--- src/rtl/dcache_commit_ctrl_pkg.sv ---
// Shared types and line geometry for the dcache commit-side sequencer.
// The tag layout and slice constants must match the dcache M1 pipeline.
package dcache_commit_ctrl_pkg;

  localparam int WAY_NUM  = 2;
  localparam int BEATS    = 4;
  localparam int LINE_LSB = 4;   // paddr[3:0] is the offset within a 16 B line
  localparam int TAG_LSB  = 12;  // paddr[31:12] is the tag, paddr[11:4] the index

  typedef struct packed {
    logic        v;
    logic [19:0] tag;
  } cache_tag_t;

  typedef enum logic [2:0] {
    IDLE,
    ST_LOOK,
    ST_REQ,
    ST_RESP,
    LD_REQ,
    LD_DATA,
    LD_TAG
  } ctrl_state_e;

  function automatic logic [WAY_NUM-1:0] way_onehot(input logic idx);
    return WAY_NUM'(1) << idx;
  endfunction

endpackage

--- src/rtl/dcache_commit_ctrl_if.sv ---
// Memory-bus request/response bundle between the commit sequencer and the bus.
interface dcache_commit_ctrl_if;
  logic        req_valid;
  logic        req_ready;
  logic        req_write;
  logic [31:0] req_addr;
  logic [1:0]  req_len;
  logic [31:0] wdata;
  logic [3:0]  wstrb;
  logic        rvalid;
  logic [31:0] rdata;
  logic        rlast;
  logic        bvalid;

  modport master (
    output req_valid, req_write, req_addr, req_len, wdata, wstrb,
    input  req_ready, rvalid, rdata, rlast, bvalid
  );

  modport slave (
    input  req_valid, req_write, req_addr, req_len, wdata, wstrb,
    output req_ready, rvalid, rdata, rlast, bvalid
  );
endinterface

--- src/rtl/dcache_commit_ctrl.sv ---
// Commit-side sequencer for dcache SRAM port 1: write-through store drain,
// 4-beat line refill for load misses, and single-beat uncached loads.
//
// state   | meaning
// IDLE    | waiting; store-buffer entry has priority over a load
// ST_LOOK | tag compare on port-1 read data; write the hit way
// ST_REQ  | single-beat bus write outstanding until accepted
// ST_RESP | waiting for write response, then pop the entry
// LD_REQ  | bus read outstanding (len 3 refill or len 0 uncached)
// LD_DATA | receiving read beats; refill beats written to victim way
// LD_TAG  | write victim tag and signal load completion
module dcache_commit_ctrl
  import dcache_commit_ctrl_pkg::*;
(
  input  logic                          clk,
  input  logic                          rst_n,
  input  logic                          sb_valid,
  input  logic [31:0]                   sb_addr,
  input  logic [31:0]                   sb_data,
  input  logic [3:0]                    sb_strb,
  input  logic                          sb_uncached,
  output logic                          sb_pop,
  input  logic                          ld_valid,
  input  logic [31:0]                   ld_paddr,
  input  logic                          ld_uncached,
  output logic                          ld_done,
  output logic [31:0]                   ld_rdata,
  output logic [31:0]                   ram_addr,
  output logic [WAY_NUM-1:0]            ram_way,
  output logic                          ram_tag_we,
  output cache_tag_t                    ram_tag,
  output logic [3:0]                    ram_strb,
  output logic [31:0]                   ram_wdata,
  input  cache_tag_t [WAY_NUM-1:0]      ram_tag_rdata,
  dcache_commit_ctrl_if.master          bus
);

  ctrl_state_e                  state;
  logic [31:0]                  st_addr;
  logic [31:0]                  st_data;
  logic [3:0]                   st_strb;
  logic                         st_unc;
  logic [$clog2(BEATS)-1:0]     beat;
  logic                         victim;
  logic                         rr;
  logic [31:0]                  rbuf;
  logic [WAY_NUM-1:0]           match;
  logic [WAY_NUM-1:0]           hit_way;

  // Lowest matching way wins if the tag array ever holds a duplicate.
  always_comb begin
    match = '0;
    for (int w = 0; w < WAY_NUM; w++)
      match[w] = ram_tag_rdata[w].v && (ram_tag_rdata[w].tag == st_addr[31:TAG_LSB]);
    hit_way = match & (~match + WAY_NUM'(1));
  end

  always_ff @(posedge clk or negedge rst_n) begin
    if (!rst_n) begin
      state         <= IDLE;
      st_addr       <= '0;
      st_data       <= '0;
      st_strb       <= '0;
      st_unc        <= 1'b0;
      beat          <= '0;
      victim        <= 1'b0;
      rr            <= 1'b0;
      rbuf          <= '0;
      sb_pop        <= 1'b0;
      ld_done       <= 1'b0;
      ld_rdata      <= '0;
      bus.req_valid <= 1'b0;
      bus.req_write <= 1'b0;
      bus.req_addr  <= '0;
      bus.req_len   <= '0;
      bus.wdata     <= '0;
      bus.wstrb     <= '0;
    end else begin
      sb_pop   <= 1'b0;
      ld_done  <= 1'b0;
      ld_rdata <= '0;
      case (state)
        IDLE: begin
          // Requesters still show the finished entry during a pop/done pulse.
          if (!sb_pop && !ld_done) begin
            if (sb_valid) begin
              st_addr <= sb_addr;
              st_data <= sb_data;
              st_strb <= sb_strb;
              st_unc  <= sb_uncached;
              state   <= ST_LOOK;
            end else if (ld_valid) begin
              beat          <= '0;
              bus.req_valid <= 1'b1;
              bus.req_write <= 1'b0;
              if (ld_uncached) begin
                bus.req_addr <= ld_paddr;
                bus.req_len  <= 2'd0;
              end else begin
                bus.req_addr <= {ld_paddr[31:LINE_LSB], {LINE_LSB{1'b0}}};
                bus.req_len  <= 2'(BEATS - 1);
                victim       <= rr;
                rr           <= ~rr;
              end
              state <= LD_REQ;
            end
          end
        end
        ST_LOOK: begin
          bus.req_valid <= 1'b1;
          bus.req_write <= 1'b1;
          bus.req_addr  <= st_addr;
          bus.req_len   <= 2'd0;
          bus.wdata     <= st_data;
          bus.wstrb     <= st_strb;
          state         <= ST_REQ;
        end
        ST_REQ: begin
          if (bus.req_ready) begin
            bus.req_valid <= 1'b0;
            bus.req_write <= 1'b0;
            bus.req_addr  <= '0;
            bus.wdata     <= '0;
            bus.wstrb     <= '0;
            state         <= ST_RESP;
          end
        end
        ST_RESP: begin
          if (bus.bvalid) begin
            sb_pop <= 1'b1;
            state  <= IDLE;
          end
        end
        LD_REQ: begin
          if (bus.req_ready) begin
            bus.req_valid <= 1'b0;
            bus.req_addr  <= '0;
            bus.req_len   <= '0;
            state         <= LD_DATA;
          end
        end
        LD_DATA: begin
          if (bus.rvalid) begin
            if (ld_uncached) begin
              ld_done  <= 1'b1;
              ld_rdata <= bus.rdata;
              state    <= IDLE;
            end else begin
              beat <= beat + 1'b1;
              if (beat == ld_paddr[LINE_LSB-1:2])
                rbuf <= bus.rdata;
              // A short burst still ends the refill; the tag is written regardless.
              if (bus.rlast) begin
                ld_done  <= 1'b1;
                ld_rdata <= (beat == ld_paddr[LINE_LSB-1:2]) ? bus.rdata : rbuf;
                state    <= LD_TAG;
              end
            end
          end
        end
        LD_TAG: state <= IDLE;
        default: state <= IDLE;
      endcase
    end
  end

  // Port-1 drive is decoded from state: the store address must be on the
  // port in IDLE so the tag read lands in ST_LOOK, where the write follows.
  always_comb begin
    ram_addr   = '0;
    ram_way    = '0;
    ram_tag_we = 1'b0;
    ram_tag    = '0;
    ram_strb   = '0;
    ram_wdata  = '0;
    case (state)
      IDLE: begin
        if (sb_valid && !sb_pop && !ld_done)
          ram_addr = sb_addr;
      end
      ST_LOOK: begin
        ram_addr = st_addr;
        if (!st_unc && (hit_way != '0)) begin
          ram_way   = hit_way;
          ram_strb  = st_strb;
          ram_wdata = st_data;
        end
      end
      LD_DATA: begin
        if (!ld_uncached) begin
          ram_addr = {ld_paddr[31:LINE_LSB], beat, 2'b00};
          if (bus.rvalid) begin
            ram_way   = way_onehot(victim);
            ram_strb  = 4'hF;
            ram_wdata = bus.rdata;
          end
        end
      end
      LD_TAG: begin
        ram_addr   = {ld_paddr[31:LINE_LSB], {LINE_LSB{1'b0}}};
        ram_way    = way_onehot(victim);
        ram_tag_we = 1'b1;
        ram_tag.v   = 1'b1;
        ram_tag.tag = ld_paddr[31:TAG_LSB];
      end
      default: ;
    endcase
  end

endmodule

--- src/flat_wrapper.sv ---
// flat-port wrapper written by rule: the top's interface ports become plain ports
module dcache_commit_ctrl_flat import dcache_commit_ctrl_pkg::*;
  (clk, rst_n, sb_valid, sb_addr, sb_data, sb_strb, sb_uncached, sb_pop, ld_valid, ld_paddr, ld_uncached, ld_done, ld_rdata, ram_addr, ram_way, ram_tag_we, ram_tag, ram_strb, ram_wdata, ram_tag_rdata, bus_req_valid, bus_req_write, bus_req_addr, bus_req_len, bus_wdata, bus_wstrb, bus_req_ready, bus_rvalid, bus_rdata, bus_rlast, bus_bvalid);
  dcache_commit_ctrl_if bus_i ();
  input  logic clk;
  input  logic rst_n;
  input  logic sb_valid;
  input  logic [31:0] sb_addr;
  input  logic [31:0] sb_data;
  input  logic [3:0] sb_strb;
  input  logic sb_uncached;
  output logic sb_pop;
  input  logic ld_valid;
  input  logic [31:0] ld_paddr;
  input  logic ld_uncached;
  output logic ld_done;
  output logic [31:0] ld_rdata;
  output logic [31:0] ram_addr;
  output logic [WAY_NUM-1:0] ram_way;
  output logic ram_tag_we;
  output cache_tag_t ram_tag;
  output logic [3:0] ram_strb;
  output logic [31:0] ram_wdata;
  input  cache_tag_t [WAY_NUM-1:0] ram_tag_rdata;
  output wire logic [$bits(bus_i.req_valid)-1:0] bus_req_valid;
  output wire logic [$bits(bus_i.req_write)-1:0] bus_req_write;
  output wire logic [$bits(bus_i.req_addr)-1:0] bus_req_addr;
  output wire logic [$bits(bus_i.req_len)-1:0] bus_req_len;
  output wire logic [$bits(bus_i.wdata)-1:0] bus_wdata;
  output wire logic [$bits(bus_i.wstrb)-1:0] bus_wstrb;
  input wire logic [$bits(bus_i.req_ready)-1:0] bus_req_ready;
  input wire logic [$bits(bus_i.rvalid)-1:0] bus_rvalid;
  input wire logic [$bits(bus_i.rdata)-1:0] bus_rdata;
  input wire logic [$bits(bus_i.rlast)-1:0] bus_rlast;
  input wire logic [$bits(bus_i.bvalid)-1:0] bus_bvalid;
  assign bus_req_valid = bus_i.req_valid;
  assign bus_req_write = bus_i.req_write;
  assign bus_req_addr = bus_i.req_addr;
  assign bus_req_len = bus_i.req_len;
  assign bus_wdata = bus_i.wdata;
  assign bus_wstrb = bus_i.wstrb;
  assign bus_i.req_ready = bus_req_ready;
  assign bus_i.rvalid = bus_rvalid;
  assign bus_i.rdata = bus_rdata;
  assign bus_i.rlast = bus_rlast;
  assign bus_i.bvalid = bus_bvalid;
  dcache_commit_ctrl u_core (.clk(clk), .rst_n(rst_n), .sb_valid(sb_valid), .sb_addr(sb_addr), .sb_data(sb_data), .sb_strb(sb_strb), .sb_uncached(sb_uncached), .sb_pop(sb_pop), .ld_valid(ld_valid), .ld_paddr(ld_paddr), .ld_uncached(ld_uncached), .ld_done(ld_done), .ld_rdata(ld_rdata), .ram_addr(ram_addr), .ram_way(ram_way), .ram_tag_we(ram_tag_we), .ram_tag(ram_tag), .ram_strb(ram_strb), .ram_wdata(ram_wdata), .ram_tag_rdata(ram_tag_rdata), .bus(bus_i));
endmodule
--- config.mk ---
export PLATFORM = sky130hd
export DESIGN_NAME = dcache_commit_ctrl_flat
export DESIGN_NICKNAME = d
export VERILOG_FILES = /design/src/rtl/dcache_commit_ctrl_pkg.sv /design/src/rtl/dcache_commit_ctrl_if.sv /design/src/rtl/dcache_commit_ctrl.sv /design/src/flat_wrapper.sv
export SDC_FILE = /design/constraint.sdc
export NUM_CORES = 1
export LEC_CHECK = 0
export CORE_MARGIN = 2
export CORE_UTILIZATION = 44
export DETAILED_ROUTE_END_ITERATION = 6
export HOLD_SLACK_MARGIN = 0.1
export PLACE_DENSITY = 0.87
export SLEW_MARGIN = 0
export SYNTH_ARGS = -nofsm -noshare
export SYNTH_HDL_FRONTEND = slang
export SYNTH_SLANG_ARGS = --single-unit
export TNS_END_PERCENT = 20
--- constraint.sdc ---
create_clock -name clk -period 2.8 [get_ports clk]
set_clock_uncertainty 0.05 [all_clocks]
set_input_delay 0.42 -clock clk [delete_from_list [all_inputs] [get_ports clk]]
set_output_delay 0.42 -clock clk [all_outputs]
set_load 0.05 [all_outputs]
==> results list, run 1 <==
* Result of the run: complete, but fails checks
* Violated checks: design-rule violations, negative setup slack
* Instance area after placement: 15200 sq um
- Maximum vdd drop: 0.718 mV
* First-iteration detailed-routing DRC count: 758
- Number of buffers created by CTS: 23
- The worst register-to-register path has a setup slack of 0.54 ns.
- Post-Synth Adder-Cell Area: 0%
- Clock tree synthesis found a total of 213 sinks.
* Number of nets in the final layout: about 1600
- Maximum number of pins on one net before global-route repair: 90
- Highest fanout seen on the critical path: 36
- The finished cells cover about 16000 sq um.
* Primary FF master, synth: dfrtp_1
* Startpoint type of the worst setup path: register
- Final hold violation count: 0
- The synthesized netlist contains 51 unique library cells.
* Clock insertion delay at the later pin of the skew report: 0.51 ns
- Setup violations remaining at the end of the flow were counted as 62.
* Post-Syn Area: 9950 sq um
* Effective utilization at floorplan: between 40% and 50%
- CTS tree: yes
* Mux contribution to synthesized area: 3.87%
* Post-detail-place hpwl: about 26000 um
- In the routed design, unresolved DRC markers number 1.
- Required time worst endpoint: between 2 and 2.5 ns
- Global routing consumed, over all layers together, 29.7% of the routing resources.
- After synthesis, the largest family of logic cells by area is compound AO/OA/AOI/OAI gates.
- The worst register-to-register path ends at u_core.rbuf[4]$_DFFE_PN0P_.
* Leak Pwr: 7.30 nW
- Counting flops with an async set or reset pin after synthesis yields a share of 100%.
- Fillers: 1454
- Syn-to-layout area delta: 63.3%
- The count of nets left with antenna violations once routing finished came out at 0.
- The critical path is of the reg -> out type.
* Vias: 9798
* Worst-case headroom to the max-slew limit: 52.9%
- EDFF count, synth: 0
- I/O pin total: ~380
* Hold Path Stages: 3
* Cell Rows: 55
* Via count of the first global-routing pass: 9896
- Total chip power: 17.7 mW
- Launch instance of the worst register-to-register path: u_core.state[0]$_DFFE_PN0P_
- Worst path setup slack after routing: -0.247 ns
- Max-cap violations: 0
* Max Root-Sink Buffers: 3
* Average size of a mapped cell: 9.69 sq um
* Compound-cell area share of the yosys netlist: 18.4%
- Fraction of the yosys area taken by sequential cells: a little over half
- The cell sitting at the root of the clock tree is a clkbuf_16.
- The initial antenna violation count came to 3.
- Buffers placed on the I/O ports in this run total 381.
- Detail-routed net length per standard cell: 21.2 um
* Clock slew seen by the registers of the worst setup and hold paths: 0.06 ns
* Final wirelength: roughly 36000 um
* Die width: 154 um
* Final weighted congestion in routability-driven placement: 0.932
- Global route overflow: 0
* Number of optimization iterations in the first detailed-route pass: 7
* Simple-gate share of the synthesized area: between 10% and 20%
* Cell count after synthesis: 1027
* Share of the clock period used by the worst path: 109%
- STA classifies the critical path endpoint as an output port.
- Via/cell ratio: roughly 5.7
- Total number of H-tree levels: 1
- Counting cells, the worst reg-to-reg path comes to 8.
- The worst hold path begins at sb_data[14].
- PwrDens: 1090 nW/um^2
* Post-Layout Cell Count: 1719
- For the finished layout, the period the worst path requires is 3.05 ns.
- Placeable core region: 22400 sq um
- Worst hold path endpoint: u_core.st_data[14]$_DFFE_PN0P_
- In this run, synthesis produced a sequential element count of 213.
* Slew @ Worst Pin: 0.706 ns
* Timing-limited maximum frequency: 328 MHz
- Setup repair after global routing missed its margin: true
* Most frequent standard cell in the layout excluding fill and tap cells: clkdlybuf4s50_1
- The floorplan step set the die height to 154 um.
- Min-delay worst type: in -> reg
- Proportion of layout cells with a drive suffix above 1: 17.4%
- In this run, placement finished with an instance count of 1668.
- Die outline area: 23800 sq um
- Total nets after synthesis: approximately 1200
- Pins over their slew limit: 0
- Top library cells by usage in the layout, fill and taps aside: clkdlybuf4s50_1 (288), nand2_1 (215), dfrtp_1 (199)
- Number of warning messages in the yosys log: 0
* XOR/XNOR Fraction of Synth Area: 3.96%
- Global-route wire length before repair: ~55000 um
- Crit path arrival time: 2.58 ns
* Source of the critical timing path: u_core.st_addr[25]$_DFFE_PN0P_
## worst max-delay path by stage
| stage | end | slack, ns | cells after the start |
|---|---|---|---|
| 2_1_floorplan | ram_strb[0] | -0.21 | 6 |
| 3_3_place_gp | ram_strb[0] | -0.07 | 10 |
| 3_5_place_dp | ram_wdata[31] | -0.13 | 10 |
| 4_1_cts | ram_wdata[19] | -0.18 | 8 |
| 5_1_grt | ram_strb[3] | -0.34 | 9 |
| 6_report | ram_wdata[14] | -0.25 | 8 |
## Yosys cell counts, types with 2 or more instances
master    count  area share (%)
a21oi_1       6            0.30
a222oi_1     29             2.9
a22o_1       39             3.4
a22oi_1      65             4.9
a31oi_1       2            0.13
a32oi_1       4            0.35
and2_1       24             1.5
and3_1        3            0.19
buf_1         4            0.15
buf_2        15            0.75
buf_4         3            0.23
buf_6         5            0.57
clkbuf_1     48             1.8
dfrtp_1     213              54
inv_1        68             2.6
mux2_1       30             3.4
mux2_2        2            0.23
nand2_1     219             8.3
nand3_1       4            0.20
nand4_1       9            0.57
nor2_1       42             1.6
nor2b_1       2            0.13
nor3_1        4            0.20
nor3_2        2            0.20
nor4_1        3            0.19
o21ai_0      55             2.8
o21ai_1      58             2.9
o22ai_1       2            0.13
or2_1         2            0.13
xnor2_1      43             3.8
xor2_1        2            0.18
## area by class of cell
cell class	count	area [sq um]	share of cell area, %
multi-input cells	671	4200	25.9
well taps	285	357	2.19
diodes	3	7.51	0.0462
repair buffers	440	5320	32.7
clock buffers	32	669	4.12
inverters	68	255	1.57
flip-flops and latches	213	5350	32.9
clock inverters	7	92.6	0.570
## critical path, cell delays in order, from the launching register on
cell     delay, ns
dfrtp_2       0.47
xnor2_1       0.22
nand4_1       0.23
nor4_4        0.27
buf_4         0.16
a22oi_2       0.09
buf_12        0.18
o21ai_1       0.25
buf_12        0.17
## per-stage QoR
step | hold WS [ns] | setup slack (ns) | setup TNS (ns) | util [%]
5_1_grt | 0.420 | -0.343 | -15.45 | 72.4
6_report | 0.421 | -0.247 | -8.86 | 72.4
2_1_floorplan | 0.0744 | -0.207 | -0.858 | -
4_1_cts | 0.396 | -0.182 | -7.21 | 72.0
3_5_place_dp | 0.416 | -0.129 | -1.69 | 67.8
3_3_place_gp | 0.409 | -0.0738 | -1.49 | 67.8
## metal layers
metal	track usage, %	part of all wire (%)	up-vias
met5	0	0	-
met1	35.4	36	4757
met4	17.2	6.5	0
met3	7.34	9.2	122
li1	-	-	4333
met2	49.3	48	586
## registers in the layout, summed over array words and instances, names as in the netlist, 2 cells and up
register	count
u_core.st_strb	4
u_core.rbuf	32
u_core.bus.wdata	32
u_core.bus.req_addr	32
u_core.bus.wstrb	4
u_core.st_data	32
u_core.beat	2
u_core.st_addr	32
u_core.state	3
u_core.ld_rdata	32
## power by group
group          internal [mW]  total, mW  leakage, nW  switching, mW
Sequential              4.18       5.14         2.76          0.961
Combinational           3.72       9.47         4.16           5.75
Clock                   1.84       3.07        0.379           1.23
## cell families after synthesis
logic type      after synthesis
compound gates              267
xor+xnor                     45
buf+inv                     143
flops                       213
mux                          34
simple gates                325
## repair_timing
action / 4_1_cts / 5_1_grt
endpoints found under the setup margin: 70 / 70
hold buffers: 1 / 0
setup buffers: 7 / 1
resized for setup: 45 / 22
pin swaps: 7 / 8
endpoints found under the hold margin: 84 / 0
(Power assumes the default switching activity.)
==> inputs of run 2 (changes only) <==
Settings changed: ABC_AREA set to 1, CORE_ASPECT_RATIO set to 1.2, CORE_UTILIZATION 44 to 46, PLACE_DENSITY 0.87 to 0.88, SKIP_LAST_GASP set to 1.
==> run 2 against run 1 <==
Effect of this change:
- the flow finishes with violations (negative setup slack)
- via count rose by 19%
- sequential share of layout area fell by 1.2 points
- final cell count rose by 26%
- fmax rose by 4.4%
- clock power barely moved
- critical endpoint is now ram_wdata[20]
- largest cell class unchanged
- highest routed layer is now met5
==> results list, run 2 <==
- Count of state elements after synthesis: 213 (unchanged)
- STA classifies the critical path startpoint as an input port.
- Max-cap violations: 0 (unchanged)
- dfrtp_1 takes more of the synthesized area than any other cell.
- CTS tree: yes
- Most repeated cell in the gate-level netlist after synthesis: nand2_1
- Cell count after synthesis: 1455 (+42%)
- Leak Pwr: 7.96 nW (+9.0%)
- The fraction of post-synthesis cell area in the top cell type by area came to 49.0% (-4.6 points).
* Final hold violation count: 0 (unchanged)
- The instance area after placement was 15600 sq um (+2.6%).
* EDFF count, synth: 0 (unchanged)
- I/O pin total: 382 (unchanged)
- Max Root-Sink Buffers: 3 (unchanged)
- Top cell types by occurrence after synthesis: nand2_1 (413), dfrtp_1 (213), inv_1 (205), o21ai_0 (165), nor2_1 (118)
* Average size of a mapped cell: 7.48 sq um (-23%)
* Cell depth of the worst flop-to-flop path: 8 (unchanged)
- Die outline area: 24900 sq um (+4.6%)
- In this run the worst setup path begins at ram_tag_rdata[28].
- Clock slew seen by the registers of the worst setup and hold paths: 0.06 ns (about the same)
- In this run the critical register-to-register path is launched from u_core.state[2]$_DFFE_PN0P_.
* Maximum vdd drop: 0.677 mV (-5.8%)
- The summed area of non-filler cells in the final layout came to 16800 sq um (+3.5%).
- Violated checks: negative setup slack
- The highest achievable clock rate is 343 MHz (+4.4%).
- Number of buffers created by CTS: 22 (-4.3%)
- The switching fraction of total power was 48.9% (+4.0 points).
- Post-Syn Area: 10900 sq um (+9.4%)
* Final wirelength: 43600 um (+20%)
- The number of H-tree levels is 1 (unchanged).
* Via count of the first global-routing pass: 11922 (+20%)
- The count of vias placed by the detailed router was 11648 (+19%).
- The via density per instance is 5.39 (-5.4%).
* Chip Height: 173 um (+12%)
* Setup repair after global routing missed its margin: true
- Slew @ Worst Pin: 0.794 ns (+0.0878 ns)
- The internal portion of total power was 9.33 mW (-4.3%).
- The chip width was 144 um (-6.4%).
- Result of the run: complete, but fails checks
- The maximum fanout along the worst path came to 6 (-83%).
* Syn-to-layout area delta: 54.5%
- The count of distinct cell types in the synthesized netlist was 35 (-31%).
- CTS root buffer: clkbuf_16
- The area of the core region is 23200 sq um (+3.4%).
- Proportion of layout cells with a drive suffix above 1: 15.3% (-2.1 points)
* Worst path setup slack after routing: -0.119 ns (+0.127 ns)
* IO Port Bufs: 381 (unchanged)
- Number of nets in the final layout: 2011 (+26%)
* Clock insertion delay at the later pin of the skew report: 0.51 ns (about the same)
- PwrDens: 1080 nW/um^2 (-0.40%)
- Worst Setup Slack post-DPL: -0.0688 ns (+0.0606 ns)
* Number of antenna violations at the first check in global routing: 9 (+6)
- Global route overflow: 0 (unchanged)
- Setup crit end kind: output port
* Most frequent standard cell in the layout excluding fill and tap cells: nand2_1
- Switch Pwr: 8.91 mW (+12%)
* Share of synthesized registers carrying an async set or reset: 100% (unchanged)
- Detail-routed net length per standard cell: 20.2 um (-4.7%)
* Combinational group share of total power: 56.0% (+2.4 points)
- Effective utilization at floorplan: 46.9% (+2.6 points)
- The required time of the critical path is 2.33 ns (about the same).
- The CTS sink count came to 213 (unchanged).
* Fraction of the yosys area taken by sequential cells: 49.0% (-4.6 points)
- The number of cell rows is 61 (+11%).
- Worst-case headroom to the max-slew limit: 47.0% (-5.9 points)
- In the layout the commonest cells are nand2_1 (378), clkdlybuf4s50_1 (288), dfrtp_1 (210).
- Count of endpoints failing setup in the final report: 41 (-34%)
- R2R Setup Slk: 0.56 ns (+0.02 ns)
- The final-report max-slew violation count is 0 (unchanged).
- Count of nets left with antenna violations after detail routing: 0 (unchanged)
* WS Path Type: in -> out
- Post-detail-place hpwl: 30500 um (+17%)
- Total track usage: 33.2% (+3.5 points)
* Worst-path cell with the longest stage delay: clkdlybuf4s50_1
- Global-route wire length before repair: 64300 um (+16%)
- The part of the power in the clock network came to 16.7% (-0.7 points).
- Crit path arrival time: 2.45 ns (-0.13 ns)
- Slowest stage delay, CP: 0.52 ns (+0.05 ns)
- The maximum number of pins on one net before global-route repair is 81 (-10%).
* Remaining routing DRC violations: 0 (-1)
- Share of the clock period used by the worst path: 104% (-4.6 points)
- Terminus of the critical flop-to-flop path: u_core.bus.req_addr[13]$_DFFE_PN0P_
- End point of the critical path: ram_wdata[20]
- Share of power burned in registers: 27.4% (-1.7 points)
- Total chip power: 18.2 mW (+3.1%)
- The number of iterations in the first detailed-routing pass came to 5 (-2).
- Total nets after synthesis: 1639 (+35%)
- Number of warning messages in the yosys log: 0 (unchanged)
* Cell chain of the critical path: clkdlybuf4s50_1, inv_1, nand2_2, nand2_1, nor2_2, nand2_1, nor2_2, nand3_4, nand2_8, clkbuf_16, nand3_1, nand2_2, buf_12
- The post-route minimum period came to 2.92 ns (-0.127 ns).
* Top post-synthesis cells by area: dfrtp_1 (49%), nand2_1 (14%), o21ai_0 (7.6%)
- Final weighted congestion in routability-driven placement: 0.972 (+4.3%)
- The starting DRC count in detailed routing came to 793 (+4.6%).
* Min-delay worst type: reg -> reg
* Primary FF master, synth: dfrtp_1
- The sum of negative setup slack came to -2.38 ns (+6.49 ns).
## run 2: worst min-delay path by stage
| stage | startpoint | endpoint | depth (start not counted) |
|---|---|---|---|
| after floorplan | rst_n | u_core.beat[0]$_DFFE_PN0P_ | 0 |
| after global placement | rst_n | u_core.st_data[16]$_DFFE_PN0P_ | 1 |
| after detailed placement | rst_n | u_core.st_data[16]$_DFFE_PN0P_ | 1 |
| after CTS | sb_data[31] | u_core.st_data[31]$_DFFE_PN0P_ | 3 |
| after global routing | u_core.rr$_DFFE_PN0P_ | u_core.rr$_DFFE_PN0P_ | 1 |
| final | u_core.rr$_DFFE_PN0P_ | u_core.rr$_DFFE_PN0P_ | 1 |
## run 2: through the flow
step | hold WS [ns] | util (%) | instances
6_report | 0.421 | 72.5 | 2160
5_1_grt | 0.435 | 72.5 | 2157
4_1_cts | 0.417 | 71.3 | 2148
3_5_place_dp | 0.402 | 67.3 | 2102
3_3_place_gp | 0.391 | 67.3 | 2102
2_1_floorplan | 0.0744 | - | 1455
## run 2: critical path: cells and delay by family
family	cells	cell delay, ns
AND/OR/NAND/NOR	9	1.10
buffers and inverters	4	0.93
## run 2: layer usage
metal,vias to the layer above,GRT usage (%),routed length (um)
li1,5332,-,-
met1,5455,37.2,14900
met2,703,55.6,21200
met3,148,10.8,4920
met4,10,17.5,2530
met5,-,0,68
## run 2: power by group through the flow
| stage | clock [mW] | sequential (mW) | combinational [mW] |
|---|---|---|---|
| after floorplan | 0 | 6.33 | 5.00 |
| after global placement | 0 | 4.93 | 9.60 |
| after detailed placement | 0 | 5.00 | 9.85 |
| after CTS | 3.07 | 4.95 | 10.0 |
| after global routing | 3.17 | 5.10 | 10.9 |
| final | 3.04 | 4.99 | 10.2 |
## run 2: timing repair
| action | CTS | global route |
|---|---|---|
| setup endpoints to repair | 74 | 79 |
| pin swaps | 1 | 15 |
| endpoints found under the hold margin | 76 | 0 |
| gates cloned | 2 | 5 |
| hold buffers | 1 | 0 |
| resized for setup | 36 | 43 |
| buffers inserted | 5 | 3 |
## run 2: layout make-up
| class | count | area (sq um) |
|---|---|---|
| fillers | 1693 | 6380 |
| inverters | 211 | 805 |
| clock inverters | 7 | 93.8 |
| flip-flops and latches | 213 | 5330 |
| well taps | 315 | 394 |
| multi-input cells | 954 | 4590 |
| repair buffers | 424 | 4940 |
| diodes | 4 | 10.0 |
| clock buffers | 31 | 646 |
| repair inverters | 1 | 7.51 |
## run 2: kinds of logic (layout without fill, tap and decap cells)
logic type | Yosys count | after routing | synth area share (%)
AND/OR/NAND/NOR | 628 | 629 | 23.6
AO/OA/AOI/OAI | 318 | 318 | 15.8
buffers and inverters | 289 | 674 | 11.0
flip-flops | 213 | 213 | 49.0
XOR/XNOR | 6 | 6 | 0.483
multiplexers | 1 | 1 | 0.103
other | 0 | 4 | 0
